File: src/rtl/hub75_rx_capture.sv
// HUB75 panel-side receiver: oversamples the bus, rebuilds each shifted line and drains it as per-column beats.
// Define HUB75_RX_SYNC_EN to place a 2-flop synchroniser ahead of the sample stage.
module hub75_rx_capture #(
   parameter int unsigned hpixel_p = 64,
   parameter int unsigned vpixel_p = 32,
   parameter int unsigned bpp_p    = 8
) (
   input  logic                                   clk,
   input  logic                                   rst,
   input  logic                                   O_CLK,
   input  logic                                   STB,
   input  logic                                   A,
   input  logic                                   B,
   input  logic                                   C,
   input  logic                                   D,
   input  logic                                   R1,
   input  logic                                   G1,
   input  logic                                   B1,
   input  logic                                   R2,
   input  logic                                   G2,
   input  logic                                   B2,
   output logic                                   o_px_valid,
   input  logic                                   i_px_ready,
   output logic [$clog2(hpixel_p*vpixel_p/2)-1:0] o_px_addr,
   output logic [5:0]                             o_px_data,
   output logic [$clog2(bpp_p)-1:0]               o_px_plane,
   output logic                                   o_overrun,
   output logic                                   o_len_err
);

   localparam int unsigned aw   = $clog2(hpixel_p*vpixel_p/2);
   localparam int unsigned pw   = $clog2(bpp_p);
   localparam int unsigned colw = $clog2(hpixel_p);
   localparam int unsigned cntw = colw + 1;
   localparam int unsigned in_w = 12;
   localparam int unsigned clk_b = 11;
   localparam int unsigned stb_b = 10;

   typedef enum logic {S_IDLE, S_DRAIN} state_t;

   logic [in_w-1:0] pins;
   logic [in_w-1:0] smp;
   assign pins = {O_CLK, STB, D, C, B, A, R1, G1, B1, R2, G2, B2};

`ifdef HUB75_RX_SYNC_EN
   logic [in_w-1:0] sync1;
   logic [in_w-1:0] sync2;
   always_ff @(posedge clk) begin
      if (rst) begin
         sync1 <= '0;
         sync2 <= '0;
         smp   <= '0;
      end else begin
         sync1 <= pins;
         sync2 <= sync1;
         smp   <= sync2;
      end
   end
`else
   always_ff @(posedge clk) begin
      if (rst) smp <= '0;
      else     smp <= pins;
   end
`endif

   logic                      prev_clk;
   logic                      prev_stb;
   logic                      sclk_rise;
   logic                      stb_rise;
   logic [3:0]                smp_row;
   logic [hpixel_p-1:0][5:0]  shift_q;
   logic [hpixel_p-1:0][5:0]  shift_d;
   logic [hpixel_p-1:0][5:0]  drain_q;
   logic [cntw-1:0]           cnt_q;
   logic [cntw-1:0]           cnt_d;
   logic                      ovf_q;
   logic                      ovf_d;
   logic [colw-1:0]           col_q;
   logic [colw-1:0]           col_nx;
   logic [3:0]                last_row;
   logic                      row_vld;
   logic [pw-1:0]             plane_nx;
   logic                      len_ok;
   logic                      last_hs;
   logic                      busy;
   logic                      accept;
   state_t                    state;

   assign sclk_rise = smp[clk_b] & ~prev_clk;
   assign stb_rise  = smp[stb_b] & ~prev_stb;
   assign smp_row   = smp[9:6];
   assign col_nx    = col_q + colw'(1);

   // Shift is applied before the latch looks at the counter, so simultaneous edges see the new count.
   always_comb begin
      shift_d = shift_q;
      cnt_d   = cnt_q;
      ovf_d   = ovf_q;
      if (sclk_rise) begin
         if (cnt_q == cntw'(hpixel_p)) begin
            ovf_d = 1'b1;
         end else begin
            shift_d = {shift_q[hpixel_p-2:0], smp[5:0]};
            cnt_d   = cnt_q + cntw'(1);
         end
      end
   end

   always_comb begin
      plane_nx = '0;
      if (row_vld && (smp_row == last_row))
         plane_nx = (o_px_plane == pw'(bpp_p-1)) ? o_px_plane : o_px_plane + pw'(1);
   end

   // A latch coinciding with the final handshake finds the drain buffer free.
   assign len_ok  = !ovf_d && (cnt_d == cntw'(hpixel_p));
   assign last_hs = (state == S_DRAIN) && o_px_valid && i_px_ready && (col_q == colw'(hpixel_p-1));
   assign busy    = (state == S_DRAIN) && !last_hs;
   assign accept  = stb_rise && len_ok && !busy;

   always_ff @(posedge clk) begin
      if (rst) begin
         prev_clk   <= 1'b0;
         prev_stb   <= 1'b0;
         shift_q    <= '0;
         drain_q    <= '0;
         cnt_q      <= '0;
         ovf_q      <= 1'b0;
         col_q      <= '0;
         last_row   <= '0;
         row_vld    <= 1'b0;
         state      <= S_IDLE;
         o_px_valid <= 1'b0;
         o_px_addr  <= '0;
         o_px_data  <= '0;
         o_px_plane <= '0;
         o_overrun  <= 1'b0;
         o_len_err  <= 1'b0;
      end else begin
         prev_clk  <= smp[clk_b];
         prev_stb  <= smp[stb_b];
         shift_q   <= shift_d;
         cnt_q     <= cnt_d;
         ovf_q     <= ovf_d;
         o_overrun <= 1'b0;
         o_len_err <= 1'b0;
         if (stb_rise) begin
            cnt_q <= '0;
            ovf_q <= 1'b0;
            if (!len_ok)   o_len_err <= 1'b1;
            else if (busy) o_overrun <= 1'b1;
         end
         if (accept) begin
            drain_q    <= shift_d;
            state      <= S_DRAIN;
            o_px_valid <= 1'b1;
            col_q      <= '0;
            o_px_addr  <= aw'(smp_row) << colw;
            o_px_data  <= shift_d[0];
            o_px_plane <= plane_nx;
            last_row   <= smp_row;
            row_vld    <= 1'b1;
         end else if ((state == S_DRAIN) && o_px_valid && i_px_ready) begin
            if (col_q == colw'(hpixel_p-1)) begin
               state      <= S_IDLE;
               o_px_valid <= 1'b0;
            end else begin
               col_q     <= col_nx;
               o_px_addr <= o_px_addr + aw'(1);
               o_px_data <= drain_q[col_nx];
            end
         end
      end
   end

endmodule

File: config.mk
export PLATFORM = sky130hd
export DESIGN_NAME = hub75_rx_capture
export DESIGN_NICKNAME = d
export VERILOG_FILES = /design/src/rtl/hub75_rx_capture.sv
export SDC_FILE = /design/constraint.sdc
export NUM_CORES = 1
export LEC_CHECK = 0
export ABC_AREA = 1
export BUFFER_PORTS_ARGS = -buffer_cell sky130_fd_sc_hd__buf_2
export CELL_PAD_IN_SITES_DETAIL_PLACEMENT = 1
export CELL_PAD_IN_SITES_GLOBAL_PLACEMENT = 1
export CORE_ASPECT_RATIO = 0.7
export CORE_MARGIN = 3
export CORE_UTILIZATION = 47
export DETAILED_ROUTE_END_ITERATION = 12
export PLACE_DENSITY = 0.83
export SLEW_MARGIN = 40
export SYNTH_ARGS = -nofsm -noshare
export SYNTH_HDL_FRONTEND = slang
export SYNTH_SLANG_ARGS = --single-unit
File: constraint.sdc
create_clock -name clk -period 2.7 [get_ports clk]
set_input_delay 0.27 -clock clk [delete_from_list [all_inputs] [get_ports clk]]
set_output_delay 0.27 -clock clk [all_outputs]
set_load 0.01 [all_outputs]
### Word-level counts from Yosys, hierarchy flattened

Index checks and enable logic that the tools add are counted.

* order comparisons: 1
* reduce and logical (&&, ||, !) cells: 20
* add/subtract/negate cells: 4
* bitwise gates (word level): 7
* equality and inequality tests: 7
* mux-type cells: 21

Operators with widths (count)
* 384-bit two-way mux: 2
* 6-bit binary-select mux with 6-bit select: 1
* 10-bit two-way mux: 3
* 6-bit two-way mux: 4
* 7-bit == test (second input constant): 2
* 7-bit two-way mux: 2
* 10-bit by 1-bit adder with 10-bit output (second input constant): 1
* 2-bit AND reduction: 4
* 7-bit by 1-bit adder with 7-bit output (second input constant): 1
* 1-bit logical AND: 7
* 6-bit by 7-bit < comparator with 1-bit output (second input constant): 1
* 1-bit two-way mux: 7
* 6-bit by 1-bit adder with 6-bit output (second input constant): 1
* 6-bit == test (second input constant): 1
* 3-bit two-way mux: 2
* 2-bit OR reduction: 3
* 1-bit NOT: 5
* 4-bit == test: 1
* 2-bit inequality test (second input constant): 2
* 2-bit nonzero test: 2
* 3-bit by 1-bit adder with 3-bit output (second input constant): 1
* 3-bit == test (second input constant): 1
* 1-bit logical NOT: 3
* 3-bit OR reduction: 1
* 1-bit bitwise AND: 2

* logic and storage cells: 203
* flip-flop bits (word level): 823
* output and inout bits: 22
* bits of input ports: 15

### Longest topological paths before layout

Gate-level depths: netlist of run 1.

* word-level depth: 9
* gate-level depth with buffers: 18
* mapped depth without buffers: 16

### Least setup slack after synthesis of run 1

No wires, ideal clock.

* path type: reg-to-reg
* from: register col_q[0]
* to: register o_px_data[5]
* clock period less this slack: 2.095 ns
* library setup time: 0.113 ns
* arrival time: 1.982 ns
* path buffers: 3
* data required time: 2.587 ns
* setup slack: 0.605 ns
* stages on the path, launching flop included: 16
* cells stage by stage: dfxtp_1 ha_1 clkbuf_1 clkbuf_1 clkbuf_1 nor2_1 o21ai_0 nand3_1 nand3_1 nand3_1 nand3_1 nand2_1 nand2_1 nand2_1 nand2_1 nand2_1

* elaborated cells on any way between the ends: 15
* those cells by class: add/sub (1); eq/ne (2); mux (5); reduce/logical (7)

RTL lines
* start: declaration: RTL line 78 `logic [colw-1:0] col_q;`
* start signal: assignment: RTL line 168 `col_q <= col_nx;`
* 6-bit by 1-bit adder with 6-bit output: RTL line 92 `assign col_nx = col_q + colw'(1);`
* via col_nx[1]: RTL line 79 `logic [colw-1:0] col_nx;`
* 6-bit binary-select mux with 6-bit select: RTL line 170 `o_px_data <= drain_q[col_nx];`
* 6-bit two-way mux (not written as such): RTL line 170
* 6-bit two-way mux: RTL line 164 `if (col_q == colw'(hpixel_p-1)) begin`
* 6-bit two-way mux: RTL line 163 `end else if ((state == S_DRAIN) && o_px_valid && i_px_ready) begin`
* 6-bit two-way mux: RTL line 153 `if (accept) begin`
* end signal: assignment: RTL line 159 `o_px_data <= shift_d[0];`
* end signal: assignment: RTL line 170
* end: declaration: RTL line 25 `output logic [5:0] o_px_data,`

The timed path passes the listed nets, and every way through them passes these cells. The select of a mux whose other input is x is not followed.
A chain may end at the register's enable or synchronous reset.

### Worst setup path after layout of run 1

* from: register col_q[0]
* to: register o_px_data[0]

* longest elaborated chain between the ends: 8
* elaborated cells on any way between the ends: 15
* those cells by class: add/sub (1); eq/ne (2); mux (5); reduce/logical (7)

RTL lines
* parallel branches: the longest is 8 deep, another holds 6-bit by 1-bit adder with 6-bit output

Parallel ways; which one is timed is not known. The select of a mux whose other input is x is not followed.

==> summary.md, run 1 <==
| Metric | Value |
|---|---|
| Global router's overall resource usage | 25.9% |
| YS warnings | 0 |
| Initial core utilization | between 40% and 50% |
| Total Nets Final | 4217 |
| Setup-failing EPs final | 0 |
| Crit Path Max Fanout | 23 |
| Worst Max-Slew Pin Slew | slightly above 0.7 ns |
| GRT Residual Overflow | 0 |
| Crit path time final | 2.62 ns |
| Setup crit start kind | flop |
| Max Cap Viol | 0 |
| TritonCTS Buffers | 79 |
| Outcome | complete, no violations |
| Final Hold Fails | 0 |
| R2R depth | 15 |
| Port Buffers | 36 |
| Max clock buf depth | 3 |
| Placer Congestion | around 0.76 |
| Slew Limit Fails | 0 |
| Fin crit share | 97.1% |
| Clock Skews | about 0.019 ns |
| Htree depth | 3 |
| Largest net degree at the start of global routing | 136 |
| Register Area | 16500 um2 |
| Crit. End Element | flop |
| Tot Pwr | ~26 mW |
| Synth-to-layout area growth | 13.6% |
| Final wirelength | 99400 um |
| First-pass GRT wire length | 156000 um |
| Highest clock rate | 382 MHz |
| # DRC | 0 |
| EDFF count, synth | 0 |
| Worst EP required | about 3.2 ns |
| R2R Setup Slk | 0.08 ns |
| Seq/Total Area, Yosys | ~50% |
| Vias | ~28k |
| Crit Path Category | flop to flop |
| Vias in the first global route | 29.7k |
| Syn Area/Cell | between 7 and 8 um2 |
| Final core occ | a little over half |
| Die area | 73300 um2 |
| R2r endpoint | o_px_data[0] |
| Rows | 80 |
| Core ar. | 68800 um2 |
| Antenna diodes | 0 |
| Hold Startpoint | rst |
| Post-synthesis net count | 4257 |
| Clock sinks | 823 |
| Worst min-delay path category | primary input to flop |
| Die Wd | 322 um |
| Count of cell types in the netlist | 34 |
| Synthesized cell area | 32900 um2 |
| Hold Crit Endpoint | o_px_data[0] |
| Root Buffer | clkbuf_16 |
| Drt pass-1 iters | 5 |
| FFs w/ async S/R, synth | 0% |
| Synth Flop Type | dfxtp_1 |
| Io pins | 37 |
| Clk_lat worst skew | 0.64 ns |
| VDD IR max | 0.000434 V |
| Final antenna-violating net count | 0 |
| Initial drt markers | roughly 2k |
| Hold depth | 4 |
| Die H | 227 um |
| Dpl hpwl | 54500 um |
| Initial antenna violation count | 0 |
| Worst r2r src | col_q[0] |
| CTS tree | done |
| Mean routed wirelength per cell | 19.3 um |
| Vias/cell | 5.51 |
| Leak Pwr | ~19 nW |
| Power Density | 689 nW/um2 |
| CP arrival | roughly 3.2 ns |
| Syn Inst Count | ~4.2k |
| Fill cell count | 8300 |
| Rel. slew slack | between 50 and 60% |
| Multi-input gate area | 13100 um2 |
| Yosys reg bits | 823 |
| Clock transition at path regs | approximately 0.070 ns |
| Ratio of cells with drive above 1 in the final layout | 14.9% |
-- state kept, by name, summed over array words and instances, names as in the netlist --
signal      flops
row_vld         1
col_q           6
state           1
last_row        4
o_overrun       1
ovf_q           1
cnt_q           7
drain_q       384
prev_clk        1
prev_stb        1
o_px_addr      10
o_px_plane      3
o_px_data       6
o_len_err       1
smp            12
shift_q       384
-- routing by layer --
metal,wire (um),vias to the layer above,global-route usage [%]
met5,0,-,0
met1,46000,14200,33.8
li1,-,13600,-
met2,47400,515,44.5
met4,1970,0,7.44
met3,4050,137,4.30
-- layout by cell type (no fill, tap or decap), types with 6 or more instances in the layout --
master	Yosys	routed
nor2_1	978	974
dfxtp_1	823	821
nand2_1	477	477
o21ai_0	468	468
inv_1	370	368
nand3_1	241	238
o22ai_1	204	204
o22ai_2	180	180
inv_2	128	128
clkbuf_16	0	89
buf_4	14	72
buf_12	0	46
buf_2	23	36
a21oi_1	20	20
clkbuf_8	0	20
clkbuf_1	197	16
clkinv_2	0	13
dlygate4sd3_1	0	12
xor2_1	8	6
-- synth_stat cells (2+ instances only) --
library cell / instances / area (um2)
buf_1: 20 / 75.1
nand3_2: 2 / 20.0
o22ai_2: 180 / 2250
a21oi_1: 20 / 100
xor2_1: 8 / 70.1
nor2_1: 978 / 3670
ha_1: 6 / 75.1
nand4_1: 2 / 12.5
nand2_2: 3 / 18.8
dfxtp_1: 823 / 16500
nand2_1: 477 / 1790
nor3_1: 2 / 10.0
o21ai_1: 3 / 15.0
o22ai_1: 204 / 1280
or2_2: 5 / 31.3
buf_4: 14 / 105
clkinv_1: 2 / 7.51
nand3_1: 241 / 1210
inv_1: 370 / 1390
o21a_1: 5 / 37.5
buf_6: 45 / 507
inv_2: 128 / 480
o21bai_1: 2 / 15.0
o21ai_0: 468 / 2340
buf_2: 23 / 115
clkbuf_1: 197 / 739
-- cell families after synthesis --
group / share of synthesized area [%]
AO/OA/AOI/OAI: 18.4
XOR/XNOR: 0.239
adder cells (fa/ha/maj): 0.228
buffers and inverters: 10.4
flip-flops: 50.0
AND/OR/NAND/NOR: 20.7
-- metrics by stage --
| step | hold WS, ns | cells | area [um2] | setup slack (ns) | setup TNS, ns |
|---|---|---|---|---|---|
| floorplan | 0.361 | 4236 | 32900 | 0.605 | 0 |
| global placement | 0.446 | 4991 | 34300 | 0.229 | 0 |
| detailed placement | 0.450 | 4991 | 34300 | 0.136 | 0 |
| CTS | 0.0826 | 5147 | 37100 | 0.0258 | 0 |
| global route | 0.127 | 5161 | 37400 | -0.0212 | -0.0935 |
| finish | 0.130 | 5161 | 37400 | 0.0795 | 0 |
-- repair_timing --
| item | CTS | global route |
|---|---|---|
| hold endpoints to repair | 12 | 0 |
| setup buffers | 0 | 7 |
| endpoints found under the setup margin | 0 | 342 |
| resized for setup | 0 | 19 |
| hold buffers | 12 | 0 |
-- power breakdown --
group / internal, mW / switching [mW]
clock: 6.67 / 4.96
sequential: 12.5 / 0.194
combinational: 0.451 / 0.943
-- worst max-delay path, stage by stage, from the launching register on --
cell and delay, ns:
dfxtp_4 0.43, buf_16 0.21, nand3_1 0.14, nor2_2 0.15, inv_1 0.06, nand2_1 0.14
inv_1 0.09, buf_4 0.26, nand3_1 0.14, nand3_1 0.22, nand3_1 0.19, nand2_1 0.15
nand2_1 0.11, nand3_1 0.09, nand2_1 0.06, inv_1 0.04
-- final cells by class --
| cell class | instances | area share [%] |
|---|---|---|
| multi-input cells | 2614 | 35.1 |
| inverters | 500 | 5.09 |
| clock inverters | 25 | 0.730 |
| flip-flops and latches | 823 | 44.1 |
| well taps | 902 | 3.02 |
| clock buffers | 119 | 6.45 |
| repair buffers | 178 | 5.47 |
-- worst max-delay path by stage --
stage | slack [ns] | to | startpoint
after global routing | -0.02 | o_px_plane[0] | cnt_q[0]
after floorplan | 0.61 | o_px_data[5] | col_q[0]
after global placement | 0.23 | o_px_data[0] | col_q[0]
after CTS | 0.03 | drain_q[58] | cnt_q[0]
final | 0.08 | o_px_data[0] | col_q[0]
after detailed placement | 0.14 | drain_q[312] | cnt_q[0]
No activity file was read; power rests on OpenSTA's default activity.
==> run 2, diff against run 1 <==
--- a/config.mk
+++ b/config.mk
@@ -14,6 +14,7 @@
 export CORE_UTILIZATION = 47
 export DETAILED_ROUTE_END_ITERATION = 12
 export PLACE_DENSITY = 0.83
+export RECOVER_POWER = 25
 export SLEW_MARGIN = 40
 export SYNTH_ARGS = -nofsm -noshare
 export SYNTH_HDL_FRONTEND = slang
==> run 2 against run 1 <==
Against the previous run: first-iteration DRC count unchanged; cell count unchanged; non-clock buffer count unchanged; utilization about the same; routed wire length about the same; die area unchanged; combinational power about the same; final area about the same; register-to-register slack about the same; count of clock-buffer cells in the layout unchanged; maximum frequency up 0.54%; clock power about the same; critical endpoint is now drain_q[58]; largest cell class unchanged.
==> summary.md, run 2 (synthesized netlist as in run 1, its figures left out) <==
| Metric | Value |
|---|---|
| Hold Crit Endpoint | o_px_data[0] (unchanged) |
| Crit Path Category | flop to flop (unchanged) |
| Leak Pwr | 19.4 nW (about the same) |
| Global router's overall resource usage | 25.9% (unchanged) |
| R2r endpoint | drain_q[58] (was o_px_data[0]) |
| Io pins | 37 (unchanged) |
| VDD IR max | 0.000434 V (about the same) |
| Dpl hpwl | 54500 um (unchanged) |
| GRT Residual Overflow | 0 (unchanged) |
| TritonCTS Buffers | 79 (unchanged) |
| Worst r2r src | col_q[1] (was col_q[0]) |
| CP arrival | 3.13 ns (was 3.16 ns) |
| Slew Limit Fails | 0 (unchanged) |
| Outcome | complete, no violations (unchanged) |
| Htree depth | 3 (unchanged) |
| Die H | 227 um (unchanged) |
| Most common cell after layout, fill and taps aside | nor2_1 (unchanged) |
| Final Hold Fails | 0 (unchanged) |
| Port Buffers | 36 (unchanged) |
| Final wirelength | 99300 um (was 99400 um) |
| Setup crit start kind | flop (unchanged) |
| Hold_ws | 0.132 ns (was 0.130 ns) |
| R2R depth | 11 (was 15) |
| Hold depth | 4 (unchanged) |
| Clk_lat worst skew | 0.64 ns (about the same) |
| Ratio of cells with drive above 1 in the final layout | 14.9% (about the same) |
| Fill cell count | 8301 (was 8300) |
| R2R Setup Slk | 0.09 ns (was 0.08 ns) |
| Worst EP required | 3.22 ns (was 3.24 ns) |
| Die area | 73300 um2 (unchanged) |
| # DRC | 0 (unchanged) |
| Fin crit share | 96.5% (was 97.1%) |
| Worst Max-Slew Pin Slew | 0.722 ns (was 0.723 ns) |
| Clock transition at path regs | 0.07 ns (about the same) |
| First-pass GRT wire length | 156000 um (unchanged) |
| Vias/cell | 5.51 (about the same) |
| Placer Congestion | 0.757 (unchanged) |
| Top Registers | drain_q x384, shift_q x384, smp x12 (unchanged) |
| Core ar. | 68800 um2 (unchanged) |
| Worst min-delay path category | primary input to flop (unchanged) |
| Crit Path Max Fanout | 22 (was 23) |
| Hold Startpoint | rst (unchanged) |
| Initial antenna violation count | 0 (unchanged) |
| Max Cap Viol | 0 (unchanged) |
| Min setup slack post-route | 0.0935 ns (was 0.0795 ns) |
| Mean routed wirelength per cell | 19.2 um (was 19.3 um) |
| Largest net degree at the start of global routing | 136 (unchanged) |
| Final antenna-violating net count | 0 (unchanged) |
| CTS tree | done (unchanged) |
| Sum Neg Setup Slack | 0 ns (unchanged) |
| Total Nets Final | 4217 (unchanged) |
| Vias | 28.5k (was 28.4k) |
| Root Buffer | clkbuf_16 (unchanged) |
| Pre-CTS setup slack | 0.136 ns (unchanged) |
| Antenna diodes | 0 (unchanged) |
| Clock sinks | 823 (unchanged) |
| Crit path time final | 2.61 ns (was 2.62 ns) |
| Placed Cells | 4991 (unchanged) |
| Rel. slew slack | 51.8% (about the same) |
| Max clock buf depth | 3 (unchanged) |
| Clock Skews | 0.0196 ns (was 0.0189 ns) |
| Initial drt markers | 2048 (unchanged) |
| Finished Layout Cells | 5161 (unchanged) |
| Drt pass-1 iters | 5 (unchanged) |
| Crit. End Element | flop (unchanged) |
| Commonest cells after routing, fill and taps aside | nor2_1, dfxtp_1, nand2_1, o21ai_0, inv_1 (unchanged) |
| Power Density | 688 nW/um2 (was 689 nW/um2) |
| Setup-failing EPs final | 0 (unchanged) |
| Tot Pwr | 25.7 mW (about the same) |
| Highest clock rate | 384 MHz (was 382 MHz) |
| Rows | 80 (unchanged) |
| Synth-to-layout area growth | 13.5% (was 13.6%) |
| Vias in the first global route | 29.7k (unchanged) |
| Die Wd | 322 um (unchanged) |
| Initial core utilization | 47.9% (unchanged) |
[run 2: changes by cell type in the layout (fill, tap and decap cells not counted)]
cell,delta
buf_2,-1
clkbuf_1,+1
[run 2: critical path, cell delays in order (launching register included)]
cell      delay (ns)
dfxtp_1         0.42
ha_4            0.22
nand3_1         0.18
nand3b_1        0.28
o21ai_2         0.33
nand4_4         0.16
nand2_4         0.13
inv_8           0.13
buf_16          0.20
buf_12          0.16
o22ai_1         0.16
inv_1           0.08
[run 2: how the worst max path moves through the flow]
| stage | startpoint | end | slack [ns] |
|---|---|---|---|
| 2_1_floorplan | col_q[0] | o_px_data[5] | 0.61 |
| 3_3_place_gp | col_q[0] | o_px_data[0] | 0.23 |
| 3_5_place_dp | cnt_q[0] | drain_q[312] | 0.14 |
| 4_1_cts | cnt_q[0] | drain_q[58] | 0.03 |
| 5_1_grt | cnt_q[0] | o_px_plane[0] | -0.02 |
| 6_report | col_q[1] | drain_q[58] | 0.09 |
[run 2: through the flow]
stage / utilization (%) / instance area [um2]
3_5_place_dp: 49.8 / 34300
6_report: 54.4 / 37400
2_1_floorplan: - / 32900
4_1_cts: 53.9 / 37100
5_1_grt: 54.4 / 37400
3_3_place_gp: 49.8 / 34300
[run 2: layer usage]
| layer | track usage [%] | share of wire, % | vias to the layer above |
|---|---|---|---|
| li1 | - | - | 13600 |
| met1 | 33.8 | 46 | 14200 |
| met2 | 44.5 | 48 | 537 |
| met3 | 4.30 | 4.2 | 139 |
| met4 | 7.44 | 2.0 | 0 |
| met5 | 0 | 0 | - |
[run 2: repair_timing]
action / CTS / global route
setup buffers: 0 / 7
resized for setup: 0 / 19
setup endpoints to repair: 0 / 342
endpoints found under the hold margin: 12 / 0
hold buffers: 12 / 0
[run 2: cell type report]
type	instances	area [um2]	share of cell area, %
well taps	902	1130	3.02
flip-flops and latches	823	16500	44.1
clock inverters	25	273	0.730
inverters	500	1900	5.09
multi-input cells	2614	13100	35.1
repair buffers	178	2040	5.47
clock buffers	119	2410	6.45
[run 2: where the power goes]
group	total, mW	leakage (nW)	internal, mW	switching, mW
registers	12.7	6.69	12.5	0.194
logic	1.39	11.4	0.451	0.942
clock network	11.6	1.33	6.67	4.96
total	25.7	19.4	19.6	6.09
==> run 3, diff against run 2 <==
--- a/config.mk
+++ b/config.mk
@@ -10,7 +10,6 @@
 export CELL_PAD_IN_SITES_DETAIL_PLACEMENT = 1
 export CELL_PAD_IN_SITES_GLOBAL_PLACEMENT = 1
 export CORE_ASPECT_RATIO = 0.7
-export CORE_MARGIN = 3
 export CORE_UTILIZATION = 47
 export DETAILED_ROUTE_END_ITERATION = 12
 export PLACE_DENSITY = 0.83
==> constraint.sdc (replaced) <==
create_clock -name clk -period 2.5 [get_ports clk]
set_input_delay 0.25 -clock clk [delete_from_list [all_inputs] [get_ports clk]]
set_output_delay 0.25 -clock clk [all_outputs]
set_load 0.01 [all_outputs]
==> run 3 against run 2 <==
Against the previous run: the flow now finishes with violations (setup timing); worst setup slack got worse by 0.33 ns; first-iteration DRC count increased by 19%; critical path depth increased by 8; sequential power increased by 8%; utilization increased by 0.98 points; power increased by 9.7%; via count increased by 4.3%; critical endpoint is now o_px_data[4].
==> summary.md, run 3 (synthesized netlist as in run 1, its figures left out) <==
| Metric | Value |
|---|---|
| Max Cap Viol | 0 (unchanged) |
| CTS tree | done (unchanged) |
| Min setup slack post-route | -0.235 ns (was 0.0935 ns) |
| Slew Limit Fails | 0 (unchanged) |
| Antenna diodes | 0 (unchanged) |
| TritonCTS Buffers | 77 (was 79) |
| Root Buffer | clkbuf_16 (unchanged) |
| Initial core utilization | 47.9% (about the same) |
| Worst Max-Slew Pin Slew | 0.789 ns (was 0.722 ns) |
| Placed Cells | 4977 (was 4991) |
| Failing checks | setup timing |
| GRT Residual Overflow | 0 (unchanged) |
| Pre-CTS setup slack | -0.0144 ns (was 0.136 ns) |
| Final antenna-violating net count | 0 (unchanged) |
| Initial antenna violation count | 1 (was 0) |
| Leak Pwr | 19.7 nW (was 19.4 nW) |
| Crit. End Element | flop (unchanged) |
| Mean routed wirelength per cell | 21.7 um (was 19.2 um) |
| Worst setup startpoint | cnt_q[1] (was col_q[1]) |
| Crit Path Max Fanout | 6 (was 22) |
| Vias in the first global route | 30.0k (was 29.7k) |
| Outcome | complete, but fails checks (was complete, no violations) |
| # DRC | 0 (unchanged) |
| Final core occ | 55.3% (was 54.4%) |
| Port Buffers | 36 (unchanged) |
| Ratio of cells with drive above 1 in the final layout | 15.3% (was 14.9%) |
| Fill cell count | 8249 (was 8301) |
| Placer Congestion | 0.787 (was 0.757) |
| Clock transition at path regs | 0.07 ns (about the same) |
| Clk_lat worst skew | 0.67 ns (was 0.64 ns) |
| Die H | 223 um (was 227 um) |
| R2r endpoint | o_px_data[4] (was drain_q[58]) |
| Clock Skews | 0.0405 ns (was 0.0196 ns) |
| Hold Crit Endpoint | row_vld (was o_px_data[0]) |
| R2R depth | 19 (was 11) |
| Worst EP required | 3.11 ns (was 3.22 ns) |
| Initial drt markers | 2439 (was 2048) |
| CP arrival | 3.34 ns (was 3.13 ns) |
| Vias | 29.7k (was 28.5k) |
| VDD IR max | 0.000486 V (was 0.000434 V) |
| Worst min-delay path category | primary input to flop (unchanged) |
| Rel. slew slack | 47.0% (was 51.8%) |
| Highest clock rate | 366 MHz (was 384 MHz) |
| Hold depth | 3 (was 4) |
| Htree depth | 3 (unchanged) |
| Max clock buf depth | 3 (unchanged) |
| Dpl cell area | 34100 um2 (was 34300 um2) |
| Worst r2r src | cnt_q[1] (was col_q[1]) |
| Crit Path Category | flop to flop (unchanged) |
| Vias/cell | 5.74 (was 5.51) |
| Crit path time final | 2.73 ns (was 2.61 ns) |
| Rows | 80 (unchanged) |
| Final Hold Fails | 0 (unchanged) |
| Drt pass-1 iters | 5 (unchanged) |
| Setup-failing EPs final | 389 (was 0) |
| Die area | 71100 um2 (was 73300 um2) |
| Top Registers | drain_q x384, shift_q x384, smp x12 (unchanged) |
| Finished Layout Cells | 5166 (was 5161) |
| Core ar. | 68700 um2 (was 68800 um2) |
| Total Nets Final | 4227 (was 4217) |
| Fin crit share | 109% (was 96.5%) |
| Final wirelength | 112000 um (was 99300 um) |
| R2R Setup Slk | -0.23 ns (was 0.09 ns) |
| Dpl hpwl | 54200 um (was 54500 um) |
| Largest net degree at the start of global routing | 169 (was 136) |
| First-pass GRT wire length | 160000 um (was 156000 um) |
| Commonest cells after routing, fill and taps aside | nor2_1, dfxtp_1, nand2_1, o21ai_0, inv_1 (unchanged) |
| Most common cell after layout, fill and taps aside | nor2_1 (unchanged) |
| Synth-to-layout area growth | 15.4% (was 13.5%) |
| Setup crit start kind | flop (unchanged) |
| Global router's overall resource usage | 27.3% (was 25.9%) |
| Die Wd | 318 um (was 322 um) |
| Hold Startpoint | rst (unchanged) |
| Power Density | 743 nW/um2 (was 688 nW/um2) |
| Io pins | 37 (unchanged) |
| Post-route cell area | 38000 um2 (was 37400 um2) |
| Clock sinks | 823 (unchanged) |
| Sum Neg Setup Slack | -38.99 ns (was 0 ns) |
-- run 3: worst max-delay path by stage --
| stage | endpoint | cells past startpoint |
|---|---|---|
| final | o_px_data[4] | 19 |
| after global routing | o_px_data[4] | 19 |
| after CTS | drain_q[28] | 13 |
| after detailed placement | o_px_plane[0] | 15 |
| after global placement | o_px_plane[0] | 15 |
| after floorplan | o_px_data[5] | 15 |
-- run 3: power by group --
| group | internal, mW | switching (mW) |
|---|---|---|
| combinational | 0.495 | 1.10 |
| clock | 7.47 | 5.42 |
| sequential | 13.5 | 0.219 |
-- run 3: layout make-up --
class | instances | area (um2) | share of cell area (%)
flip-flops and latches | 823 | 16500 | 43.4
clock inverters | 24 | 352 | 0.925
repair buffers | 188 | 2510 | 6.60
multi-input cells | 2614 | 13200 | 34.8
inverters | 500 | 1930 | 5.08
repair inverters | 2 | 20.0 | 0.0527
clock buffers | 113 | 2360 | 6.20
well taps | 902 | 1130 | 2.97
-- run 3: through the flow --
stage               total power [mW]  hold slack [ns]
floorplan                       15.0            0.341
global placement                15.3            0.445
detailed placement              15.4            0.451
CTS                             28.1           0.0437
global route                    29.0            0.104
finish                          28.2           0.0925
-- run 3: per-layer routing --
layer	global-route usage, %	vias to the layer above	part of all wire, %
met3	3.55	360	6.2
li1	-	13600	-
met2	47.7	1006	47
met4	7.84	2	4.3
met1	35.3	14700	43
met5	0	-	0.0071
-- run 3: critical path: stages, from the launching register on --
cell	delay [ns]
dfxtp_2	0.35
inv_1	0.12
ha_1	0.22
nand2_1	0.09
inv_2	0.07
nand3_4	0.13
nor2_4	0.15
inv_1	0.07
nand2_1	0.11
nand2_1	0.12
nor2_4	0.13
nand3_4	0.12
nor2_8	0.18
buf_12	0.14
buf_16	0.14
buf_16	0.15
nand2_1	0.10
nand3_1	0.11
nand2_1	0.07
inv_1	0.09
-- run 3: what timing repair did --
action,CTS,global route
gates cloned,4,17
pin swaps,0,9
endpoints found under the setup margin,48,402
resized for setup,7,59
hold buffers,12,0
hold endpoints to repair,12,0
buffers inserted,1,18
